**src/rtl/ahb_apb_multi_bridge.sv**
```systemverilog
// AHB-lite slave to multi-slave APB bridge: one outstanding transfer, slave picked
// from an HADDR bit field, two-cycle AHB ERROR on bad index, PSLVERR or timeout.
module ahb_apb_multi_bridge #(
    parameter int ADDR_WIDTH = 32,
    parameter int DATA_WIDTH = 32,
    parameter int NUM_SLV    = 4,
    parameter int SLV_LSB    = 12,
    parameter int TIMEOUT    = 0
) (
    input  logic                          HCLK,
    input  logic                          HRESETn,
    input  logic                          HSEL,
    input  logic [ADDR_WIDTH-1:0]         HADDR,
    input  logic [1:0]                    HTRANS,
    input  logic                          HWRITE,
    input  logic [DATA_WIDTH-1:0]         HWDATA,
    input  logic                          HREADY,
    output logic [DATA_WIDTH-1:0]         HRDATA,
    output logic                          HRESP,
    output logic                          HREADYOUT,
    output logic [NUM_SLV-1:0]            PSEL,
    output logic                          PENABLE,
    output logic [ADDR_WIDTH-1:0]         PADDR,
    output logic                          PWRITE,
    output logic [DATA_WIDTH-1:0]         PWDATA,
    input  logic [NUM_SLV*DATA_WIDTH-1:0] PRDATA,
    input  logic [NUM_SLV-1:0]            PREADY,
    input  logic [NUM_SLV-1:0]            PSLVERR
);
    localparam int SW = (NUM_SLV > 1) ? $clog2(NUM_SLV) : 1;
    localparam int CW = (TIMEOUT > 0) ? $clog2(TIMEOUT + 1) : 1;

    typedef enum logic [2:0] {IDLE, WDATA, SETUP, ACCESS, ERR1, ERR2} state_t;

    typedef struct packed {
        logic [ADDR_WIDTH-1:0] addr;
        logic                  write;
        logic [SW-1:0]         idx;
    } req_t;

    state_t                  state, state_d;
    req_t                    req;
    logic [CW-1:0]           wait_cnt;
    logic                    accept, hidx_bad, sel_ready, sel_err, timeout_hit;
    logic [SW-1:0]           hidx;
    logic [31:0]             hidx_ext;
    logic [NUM_SLV-1:0]      dec;
    logic [DATA_WIDTH-1:0]   sel_rdata;
    logic                    unused_htrans0;

    assign unused_htrans0 = HTRANS[0];

    assign accept   = HSEL & HTRANS[1] & HREADY & ((state == IDLE) | (state == ERR2));
    assign hidx     = HADDR[SLV_LSB +: SW];
    assign hidx_ext = 32'(hidx);
    assign hidx_bad = (hidx_ext >= NUM_SLV);

    // Slave decode from the captured index; an out-of-range index never reaches SETUP.
    for (genvar i = 0; i < NUM_SLV; i++) begin : g_dec
        assign dec[i] = (req.idx == SW'(i));
    end

    assign sel_ready = |(PREADY & dec);
    assign sel_err   = |(PSLVERR & dec);

    always_comb begin
        sel_rdata = '0;
        for (int i = 0; i < NUM_SLV; i++)
            if (dec[i]) sel_rdata = sel_rdata | PRDATA[i*DATA_WIDTH +: DATA_WIDTH];
    end

    assign timeout_hit = (TIMEOUT > 0) && (wait_cnt == CW'(TIMEOUT - 1));

    always_comb begin
        state_d = state;
        case (state)
            IDLE, ERR2: begin
                if (!accept)       state_d = IDLE;
                else if (hidx_bad) state_d = ERR1;
                else if (HWRITE)   state_d = WDATA;
                else               state_d = SETUP;
            end
            WDATA:  state_d = SETUP;
            SETUP:  state_d = ACCESS;
            ACCESS: begin
                if (sel_ready)        state_d = sel_err ? ERR1 : IDLE;
                else if (timeout_hit) state_d = ERR1;
            end
            ERR1:    state_d = ERR2;
            default: state_d = IDLE;
        endcase
    end

    always_ff @(posedge HCLK or negedge HRESETn) begin
        if (!HRESETn) begin
            state    <= IDLE;
            req      <= '0;
            PADDR    <= '0;
            PWRITE   <= 1'b0;
            PWDATA   <= '0;
            HRDATA   <= '0;
            wait_cnt <= '0;
        end else begin
            state <= state_d;
            if (accept)
                req <= '{addr: HADDR, write: HWRITE, idx: hidx};
            if (state == WDATA)
                PWDATA <= HWDATA;
            // Reads skip WDATA, so their APB address comes straight off the AHB bus.
            if (state_d == SETUP) begin
                PADDR    <= (state == WDATA) ? req.addr  : HADDR;
                PWRITE   <= (state == WDATA) ? req.write : HWRITE;
                wait_cnt <= '0;
            end else if (state == ACCESS && !sel_ready && TIMEOUT > 0) begin
                wait_cnt <= wait_cnt + CW'(1);
            end
            if (state == ACCESS && sel_ready && !sel_err && !req.write)
                HRDATA <= sel_rdata;
        end
    end

    assign PSEL      = (state == SETUP || state == ACCESS) ? dec : '0;
    assign PENABLE   = (state == ACCESS);
    assign HREADYOUT = (state == IDLE) || (state == ERR2);
    assign HRESP     = (state == ERR1) || (state == ERR2);

endmodule

```
**config.mk**
```make
export PLATFORM = sky130hd
export DESIGN_NAME = ahb_apb_multi_bridge
export DESIGN_NICKNAME = d
export VERILOG_FILES = /design/src/rtl/ahb_apb_multi_bridge.sv
export SDC_FILE = /design/constraint.sdc
export NUM_CORES = 1
export LEC_CHECK = 0
export BUFFER_PORTS_ARGS = -buffer_cell sky130_fd_sc_hd__buf_2
export CAP_MARGIN = 10
export CORE_AREA = 2 2 122 124
export DETAILED_ROUTE_END_ITERATION = 12
export DIE_AREA = 0 0 124 126
export PLACE_DENSITY = 0.77
export SLEW_MARGIN = 40
export SYNTH_ARGS = -nofsm -noshare
export SYNTH_HDL_FRONTEND = slang
export SYNTH_SLANG_ARGS = --single-unit
```
**constraint.sdc**
```tcl
create_clock -name HCLK -period 2.9 [get_ports HCLK]
set_input_delay 0.87 -clock HCLK [delete_from_list [all_inputs] [get_ports HCLK]]
set_output_delay 0.87 -clock HCLK [all_outputs]
set_load 0.05 [all_outputs]
```
# After elaboration in Yosys (flattened, before gate mapping)
# Index checks and enable logic that the tools add are counted.
# classes
eq_ne	9
mux	13
reduce_logical	13
magnitude_cmp	1
n_bitwise	9
# op_table
operator	count
32-bit 2-to-1 mux	5
32-bit bitwise OR	3
3-bit case mux with 5 select lines	1
3-bit 2-to-1 mux	4
3-bit by 2-bit == test with 1-bit output, second input constant	3
4-bit bitwise AND	2
4-bit OR reduction	2
3-bit == test, second input constant	2
2-bit == test, second input constant	2
4-bit 2-to-1 mux	1
1-bit bitwise AND	3
3-bit by 1-bit == test with 1-bit output, second input constant	1
2-bit by 3-bit >= comparator with 1-bit output, second input constant	1
1-bit logical AND	3
3-bit logical NOT	1
1-bit logical OR	3
2-bit by 1-bit == test with 1-bit output, second input constant	1
1-bit logical NOT	2
2-bit logical NOT	1
2-bit 2-to-1 mux	1
2-bit OR reduction	1
1-bit 2-to-1 mux	1
1-bit bitwise OR	1
# word_totals
inputBits	207
wordCells	53
out_inout_bits	104
register_bits	135

# Depth between registers and ports, before layout
# logic_depth
ltp_word	8
ltp_mapped	6
mapped_depth_nobuf	4

# Worst setup path after synthesis
# No wires, ideal clock.
# synth_path
kind	reg2out
from	register req[16] (netlist name)
to	output port PSEL[0]
arrival_time_ps	1960
path_buffers	2
path_stages_with_launch	4
slack_ps	70
required_time_ps	2030
cell_sequence	dfrtp_1 buf_1 clkbuf_1 nor3_1
# synth_rtl
element	line_no	text
end, declared	21	output logic [NUM_SLV-1:0] PSEL,

# Worst setup path in the final report
# layout_path
from	register state[2]
to	output port PENABLE
# layout_via
elab_chain_cells	1
# layout_rtl
element	line_no	text
start, declared	41	state_t state, state_d;
start signal, assigned	104	state <= state_d;
3-bit by 2-bit == test with 1-bit output	123	assign PENABLE = (state == ACCESS);
end, declared	22	output logic PENABLE,
# Every way passes these cells.

==> impl_metrics.ini <==
[worst_setup_path]
crit_buf_inv = 1
crit_cells = 3
critical_path.startpoint_type = flop
worstReg2RegEnd = HRDATA[17]
crit_family = simple AND/OR/NAND/NOR gates
cp_cell_sequence = nand2b_1, nor2_1, buf_2
cp_slowest_cell = dfrtp_1
slowest_delay_ns = 0.46
cp_max_fo = 6
critPathRequiredTime_ns = 2.03
r2r-start = req[15]
reg2regPathDepth = 5
cp-end-kind = output port
rrSetupSlack_ns = 0.59
critPathKind = reg2out
critPathArrivalTime_ns = 1.75

[cells_and_area]
area_growth_pct = 39.1
final_util = 0.605
drive_above_1_share = 0.637
nNetsFinal = 935

[die]
rows = 44
die_area_um2 = 15600
start_util = 0.435
core-area_um2 = 14300
die_w_um = 124
io_pins = 311
die_y_um = 126

[place]
gp_congestion = 0.849
place_hpwl_um = 13700
portBuffers = 309

[timing]
setup_violations = 0
timing.fmax_mhz = 382
drv_slew = 0
fin_crit_sh = 0.903
rsz0062_at_grt = false
finalHoldViolCount = 0
min_period_ns = 2.62
fin_setup_tns_ns = 0
worst_clock_skew_ns = 0.0110
max_slew_margin = 0.682
worst_pin_slew_ns = 0.477

[clock_network]
h-tree-depth = 4
path_clk_slew_ns = 0.06
cts_made_buffers = 17
hold_buffers = 0
worstSkewPairLatency_ns = 0.42
cts_tree = done
root_buffer = clkbuf_16
clock_path_buffers = 2
cts_setup_buffers = 0
ctsResizeCount = 0
cts.sinks = 133

[routing]
dr.first_iter.drc_count = 231
ant_nets = 0
routed_wl_um = 18300
vias = 4786
remaining_drc_errors = 0
wl_per_cell_um = 19.6
vias_per_cell = 5.13
drt_first_pass_iters = 4

[power_and_ir_drop]
seqPwrFrac = 0.288
p_sw_mw = 5.18
combPwrFrac = 0.514
irDropWorstVdd_mv = 0.563
p_sw_frac = 0.454
pwr-share-clk = 0.197
power_density_nw_per_um2 = 1320
p_leak_nw = 4.20
p_int_mw = 6.24

[synthesis]
yosys_most_used_dff = dfrtp_1
syn_area_per_cell_um2 = 14.9
synth.cell_area_um2 = 6220
yosysWarnings = 0
synthMostInstantiatedCell = dfrtp_1
synth_top_area_cell = dfrtp_1
synthTopCellsByCount = dfrtp_1 (133), mux2_2 (54), nand2_1 (37)
synthArstFlopShare = 1.00
synth_nets = 626
synth_edf_count = 0
ys_types = 29
synthTopCellsByArea = dfrtp_1 (53%), mux4_2 (12%), mux2_2 (9.8%), mux2_4 (7.2%), mux2i_1 (5.1%)
synth_cells = 419
ys_seq_area_frac = 0.535
synth_top_area_frac = 0.535
ys_ff_latch = 133

[flow_run]
cap_violations = 0

[global_route]
antenna_found_initial = 7
gr-total-overflow = 0
grt_usage = 0.234
grt_pass1_vias = 5155
grt_max_degree = 79
grt_first_pass_wirelength_um = 27100

[hold_path]
min_path_type = in2async

[outcome]
status = finished clean
-- cell usage in the layout, fill, tap and decap left out, drive strengths merged --
master | Yosys | layout
buf | 18 | 319
dfrtp | 133 | 133
mux2 | 96 | 96
nand2 | 37 | 37
o21ai | 35 | 35
mux4 | 34 | 34
mux2i | 32 | 32
clkbuf | 11 | 25
diode | 0 | 8
nor2 | 7 | 7
clkinvlp | 0 | 3
bufinv | 0 | 3
nor3 | 3 | 3
nand2b | 2 | 2
nor2b | 2 | 2
nand3 | 2 | 2
inv | 1 | 1
xor2 | 1 | 1
nand4b | 1 | 1
o221ai | 1 | 1
a32o | 1 | 1
o21bai | 1 | 1
and3 | 1 | 1
clkinv | 0 | 1
-- state kept, by name, summed over array words and instances (netlist names) --
register,flops
HRDATA,32
PADDR,32
PWDATA,32
PWRITE,1
req,33
state,3
-- cells by family (layout without fill, tap and decap cells) --
group	count (synthesis)	count (layout)	share of synthesized area
xor gates and xnor gates	1	1	0.00141
muxes	162	162	0.366
DFF	133	133	0.535
buffers and inverters	30	352	0.0249
and+or+nand+nor	55	55	0.0402
AOI/OAI and AO/OA	38	38	0.0324
other	0	8	0
-- power by group through the flow --
stage                     clock (mW)  sequential [mW]  combinational (mW)
final                           2.25             3.29                5.87
after CTS                       2.30             3.29                5.91
after floorplan                    0             5.38                2.35
after global placement             0             3.24                5.77
after global routing            2.39             3.40                6.17
after detailed placement           0             3.31                5.90
-- worst max path at each step --
stage                     startpoint          to  slack, ns
after floorplan              req[16]     PSEL[0]       0.07
after global placement    PSLVERR[3]  HRDATA[15]       0.36
after detailed placement  PSLVERR[3]  HRDATA[17]       0.32
after CTS                   state[2]     PENABLE       0.25
after global routing        state[1]     PENABLE       0.19
final                       state[2]     PENABLE       0.28
-- per-stage QoR --
step	area (µm²)	cells	hold slack, ns	setup WS, ns	power, mW
2_1_floorplan	6220	419	0.446	0.0696	7.73
3_3_place_gp	8010	893	0.456	0.365	9.01
3_5_place_dp	8010	893	0.469	0.321	9.22
4_1_cts	8640	925	0.388	0.247	11.5
5_1_grt	8660	933	0.395	0.188	12.0
6_report	8660	933	0.387	0.281	11.4
-- per-layer routing --
layer	vias to the layer above	routed length, µm	track usage
met5	-	0	0
met4	0	844	0.138
met3	52	1580	0.0883
met2	214	9360	0.397
met1	2348	6540	0.244
li1	2172	-	-
-- cell type report --
type,instances,area [µm²]
flip-flops and latches,133,3330
inverters,1,3.75
well taps,184,230
fillers,1156,5660
diodes,8,20.0
multi-input cells,256,2760
clock buffers,25,505
repair buffers,319,1690
clock inverters,7,118
(Power assumes the default switching activity.)
